[src/rtl/frame_assembler.sv]
// Packs an R,G,B byte stream into 24-bit pixel writes with linear frame-buffer addresses.
// Defining FRAME_ASSEMBLER_CHECKSUM_EN adds a per-frame 16-bit byte checksum on FrameSum.
module frame_assembler #(
    parameter int H_PIXELS = 640,
    parameter int V_LINES  = 480,
    parameter int ADDR_W   = 20
) (
    input  logic              clk,
    input  logic              reset,
    input  logic [7:0]        FrameIn,
    input  logic              ByteValid,
    input  logic              SyncVB,
    output logic [23:0]       PixelData,
    output logic [ADDR_W-1:0] PixelAddr,
    output logic              PixelWE,
    output logic              LineDone,
    output logic              FrameDone,
    output logic              FrameErr,
    output logic [15:0]       FrameSum
);
    localparam int PIX_W  = (H_PIXELS > 1) ? $clog2(H_PIXELS) : 1;
    localparam int LINE_W = (V_LINES > 1) ? $clog2(V_LINES) : 1;
    localparam logic [PIX_W-1:0]  LAST_PIX  = PIX_W'(H_PIXELS - 1);
    localparam logic [LINE_W-1:0] LAST_LINE = LINE_W'(V_LINES - 1);

    typedef enum logic [1:0] {WAIT_SYNC, GET_R, GET_G, GET_B} state_t;

    state_t              state_q, state_d;
    logic [7:0]          r_q, r_d, g_q, g_d;
    logic [PIX_W-1:0]    pix_q, pix_d;
    logic [LINE_W-1:0]   line_q, line_d;
    logic [ADDR_W-1:0]   addr_q, addr_d;
    logic [23:0]         data_q, data_d;
    logic [ADDR_W-1:0]   waddr_q, waddr_d;
    logic                we_q, we_d;
    logic                line_done_q, line_done_d;
    logic                frame_done_q, frame_done_d;
    logic                err_q, err_d;

    always_comb begin
        state_d      = state_q;
        r_d          = r_q;
        g_d          = g_q;
        pix_d        = pix_q;
        line_d       = line_q;
        addr_d       = addr_q;
        data_d       = data_q;
        waddr_d      = waddr_q;
        we_d         = 1'b0;
        line_done_d  = 1'b0;
        frame_done_d = 1'b0;
        err_d        = err_q;

        if (SyncVB) begin
            // A sync seen while capturing means the previous frame was cut short
            if (state_q != WAIT_SYNC) begin
                err_d = 1'b1;
            end
            state_d = GET_R;
            pix_d   = '0;
            line_d  = '0;
            addr_d  = '0;
        end else if (ByteValid && state_q != WAIT_SYNC) begin
            case (state_q)
                GET_R: begin
                    r_d     = FrameIn;
                    state_d = GET_G;
                end
                GET_G: begin
                    g_d     = FrameIn;
                    state_d = GET_B;
                end
                default: begin
                    data_d  = {r_q, g_q, FrameIn};
                    waddr_d = addr_q;
                    addr_d  = addr_q + ADDR_W'(1);
                    we_d    = 1'b1;
                    state_d = GET_R;
                    if (pix_q == LAST_PIX) begin
                        pix_d       = '0;
                        line_done_d = 1'b1;
                        if (line_q == LAST_LINE) begin
                            line_d       = '0;
                            frame_done_d = 1'b1;
                            state_d      = WAIT_SYNC;
                        end else begin
                            line_d = line_q + LINE_W'(1);
                        end
                    end else begin
                        pix_d = pix_q + PIX_W'(1);
                    end
                end
            endcase
        end
    end

    always_ff @(posedge clk or negedge reset) begin
        if (!reset) begin
            state_q      <= WAIT_SYNC;
            r_q          <= '0;
            g_q          <= '0;
            pix_q        <= '0;
            line_q       <= '0;
            addr_q       <= '0;
            data_q       <= '0;
            waddr_q      <= '0;
            we_q         <= 1'b0;
            line_done_q  <= 1'b0;
            frame_done_q <= 1'b0;
            err_q        <= 1'b0;
        end else begin
            state_q      <= state_d;
            r_q          <= r_d;
            g_q          <= g_d;
            pix_q        <= pix_d;
            line_q       <= line_d;
            addr_q       <= addr_d;
            data_q       <= data_d;
            waddr_q      <= waddr_d;
            we_q         <= we_d;
            line_done_q  <= line_done_d;
            frame_done_q <= frame_done_d;
            err_q        <= err_d;
        end
    end

    assign PixelData = data_q;
    assign PixelAddr = waddr_q;
    assign PixelWE   = we_q;
    assign LineDone  = line_done_q;
    assign FrameDone = frame_done_q;
    assign FrameErr  = err_q;

`ifdef FRAME_ASSEMBLER_CHECKSUM_EN
    logic        accept;
    logic [15:0] sum_q, sum_d, fsum_q, fsum_d;

    assign accept = ByteValid && !SyncVB && (state_q != WAIT_SYNC);

    // The published sum includes the final byte, which is being accepted this same cycle
    always_comb begin
        sum_d  = sum_q;
        fsum_d = fsum_q;
        if (SyncVB) begin
            sum_d = '0;
        end else if (accept) begin
            sum_d = sum_q + {8'h00, FrameIn};
        end
        if (frame_done_d) begin
            fsum_d = sum_d;
        end
    end

    always_ff @(posedge clk or negedge reset) begin
        if (!reset) begin
            sum_q  <= '0;
            fsum_q <= '0;
        end else begin
            sum_q  <= sum_d;
            fsum_q <= fsum_d;
        end
    end

    assign FrameSum = fsum_q;
`else
    assign FrameSum = '0;
`endif

endmodule

[config.mk]
export PLATFORM = sky130hd
export DESIGN_NAME = frame_assembler
export DESIGN_NICKNAME = d
export VERILOG_FILES = /design/src/rtl/frame_assembler.sv
export SDC_FILE = /design/constraint.sdc
export NUM_CORES = 1
export LEC_CHECK = 0
export CORE_MARGIN = 4
export CORE_UTILIZATION = 35
export CTS_CLUSTER_SIZE = 20
export DETAILED_ROUTE_END_ITERATION = 10
export PLACE_DENSITY = 0.65
export SLEW_MARGIN = 20
export SYNTH_ARGS = -nofsm -noshare
export SYNTH_HDL_FRONTEND = slang
export SYNTH_SLANG_ARGS = --single-unit
export TNS_END_PERCENT = 5
[constraint.sdc]
create_clock -name clk -period 6 [get_ports clk]
set_clock_uncertainty 0.05 [all_clocks]
set_input_delay 1.2 -clock clk [delete_from_list [all_inputs] [get_ports clk]]
set_output_delay 1.2 -clock clk [all_outputs]
set_load 0.02 [all_outputs]
==> results_dict.tcl <==
set metrics [dict create \
    ys_types 42 \
    core_mm2 0.0128 \
    final_common_cell "dfrtp_1" \
    crit_path_frequent_cell "buf_4" \
    synth_cells 387 \
    gr-usage-all-layers_pct 12.8 \
    swShare_pct 28.5 \
    hold_class "reg -> reg" \
    drc_errors 0 \
    drt-pass1-iter-count 5 \
    p_int_mw 1.47 \
    critPathRequiredTime_ns 6.23 \
    status "finished clean" \
    pwr-share-comb_pct 24.7 \
    ys.warnings.count 0 \
    synthTopCellsByArea "dfrtp_1 56%, mux2_2 14%, buf_4 2.6%" \
    path_buf_inv 3 \
    slowest_stage "buf_4" \
    p_switching_mw 0.585 \
    num_vias 3093 \
    p_leak_nw 2.44 \
    fmax_mhz 291 \
    rows 41 \
    period_share_pct 57.3 \
    post_cts_buffers 0 \
    wl_um 9230 \
    clock_latency_ns 0.34 \
    htree_levels 3 \
    finalSetupViolCount 0 \
    floorplan.initialDensity_pct 36.3 \
    die_w_um 123 \
    diodes 0 \
    clkPwrFrac_pct 30.8 \
    synth_top_area_share_pct 56.4 \
    gp_congestion 0.748 \
    synth_edf_count 0 \
    fin_util_pct 44.4 \
    area_growth_pct 22.1 \
    synth-seq-cells 105 \
    vdd_drop_max_mv 0.254 \
    ys.flop_type "dfrtp_1" \
    io_pins 76 \
    synth_top_cell_by_area "dfrtp_1" \
    first_global_vias 3189 \
    cts.path.max_buffers 2 \
    slew_viol_final 0 \
    ctsHoldBuffers 0 \
    avgSynthCellArea_um2 12.0 \
    hold_end "FrameErr" \
    p_per_area_mw_per_mm2 361 \
    ys_seq_area_share_pct 56.4 \
    cpLargestDelayFamily "simple AND/OR/NAND/NOR gates" \
    end_kind "register" \
    cts-resized-gates 0 \
    r2r-end "line_q[7]" \
    hold_viol 0 \
    critical_path.startpoint_type "input pin" \
    holdPathStages 1 \
    clkSlewWorstSetupHoldPaths_ns 0.07 \
    r2r_cells 7 \
    reg2reg_slack_ns 3.21 \
    root_buffer "clkbuf_16" \
    timing.hold.ws_ns 0.429 \
    final_cell_mix "105 x dfrtp_1, 60 x mux2_2, 58 x clkdlybuf4s50_1" \
    async_flop_share_pct 100 \
    slew_headroom_pct 39.0 \
    power_frac_seq_pct 44.5 \
    hpwl_um 6150 \
    grt_overflow 0 \
    via_per_inst 5.00 \
    cap_violations 0 \
    p_total_mw 2.05 \
    path_class "in -> reg" \
    crit_arrival_ns 3.67 \
    grt_pass1_wl_um 15700 \
    setup_tns_ns 0 \
    wl_per_cell_um 14.9 \
    worst_pin_slew_ns 0.915 \
    drtIter0Drc 97 \
    antenna_found_initial 0 \
    fp.dieH_um 123 \
    hp-start "FrameErr" \
    cts_tree "yes" \
    cts_num_sinks 105 \
    dieArea_mm2 0.0152 \
    drtAntennaViolNets 0 \
    numCtsBuffers 9 \
    grt_start_max_net_pins 75 \
    drive_above_1_share_pct 19.0 \
    port_buffers 59 \
    rsz0062_at_grt "false" \
    crit_path_cell_trace "clkdlybuf4s50_1 > buf_4 > nor4b_2 > buf_4 > and4_1 > or3b_1 > nand3_1" \
    timing.final.crit_period_ns 3.44 \
    nets 460 \
    max_stage_delay_ns 0.55 \
    syn_area_mm2 0.00466 \
    r2r_start "state_q[0]" \
    cp_max_fo 46 \
]
## flip-flops by register name, summed over array words and instances, names as in the netlist, 2 cells and up
| signal | count |
|---|---|
| pix_q | 10 |
| line_q | 9 |
| r_q | 8 |
| addr_q | 20 |
| state_q | 2 |
| g_q | 8 |
| PixelData | 24 |
| PixelAddr | 20 |
## kinds of logic after synthesis
group                    share of synthesized area (%)
AND/OR/NAND/NOR                                   13.1
flip-flops                                        56.4
multiplexers                                      14.5
AO/OA/AOI/OAI                                     5.93
buffers and inverters                             4.81
XOR/XNOR                                          3.57
adder cells (fa/ha/maj)                           1.61
other                                           0.0805
## per-stage QoR
| step | instance area, um2 | cells | setup WS [ns] |
|---|---|---|---|
| after CTS | 5690 | 619 | 2.53 |
| after floorplan | 4720 | 402 | 3.34 |
| after global routing | 5690 | 619 | 2.42 |
| after global placement | 5360 | 603 | 2.26 |
| final | 5690 | 619 | 2.56 |
| after detailed placement | 5360 | 603 | 2.18 |
## worst reg2reg max path: stages, from the launching register on
cell and delay [ns]:
dfrtp_1 0.40, inv_1 0.09, ha_1 0.39, nor4b_2 0.30, buf_4 0.55, and4_1 0.48, or3b_1 0.39, nand3_1 0.09
## Yosys cell counts (8+ instances only)
cell type and instances:
xor2_1 11, nand3_1 11, a21oi_1 17, mux2_2 60
inv_1 8, xnor2_1 8, o31ai_1 8, nand4_1 11
nor2_1 22, buf_4 16, nand2_1 19, dfrtp_1 105
## power by group through the flow
| stage | registers [mW] | logic, mW | clock network (mW) |
|---|---|---|---|
| after floorplan | 1.01 | 0.203 | 0 |
| after global placement | 0.921 | 0.504 | 0 |
| after detailed placement | 0.926 | 0.513 | 0 |
| after CTS | 0.915 | 0.516 | 0.645 |
| after global routing | 0.931 | 0.551 | 0.675 |
| final | 0.914 | 0.506 | 0.633 |
## layout make-up
type	instances	area [um2]
fill	1213	7140
tap	172	215
sequential	105	2630
timing repair buffer	63	618
inverter	8	30.0
clock buffer	9	225
clock inverter	7	101
multi-input combinational	255	1870
## how the worst max path moves through the flow
stage	from	to	cells after the start
finish	SyncVB	line_q[7]	7
global route	SyncVB	line_q[7]	7
CTS	SyncVB	line_q[7]	7
detailed placement	SyncVB	line_q[7]	7
global placement	SyncVB	line_q[7]	7
floorplan	ByteValid	addr_q[14]	6
## layer usage
metal	wire [um]	track usage (%)	up-vias
li1	-	-	1464
met2	3970	18.5	81
met4	78	3.39	0
met3	772	5.44	6
met1	4410	17.8	1542
met5	0	0	-
Note: power is estimated with default switching activity, not from simulation.
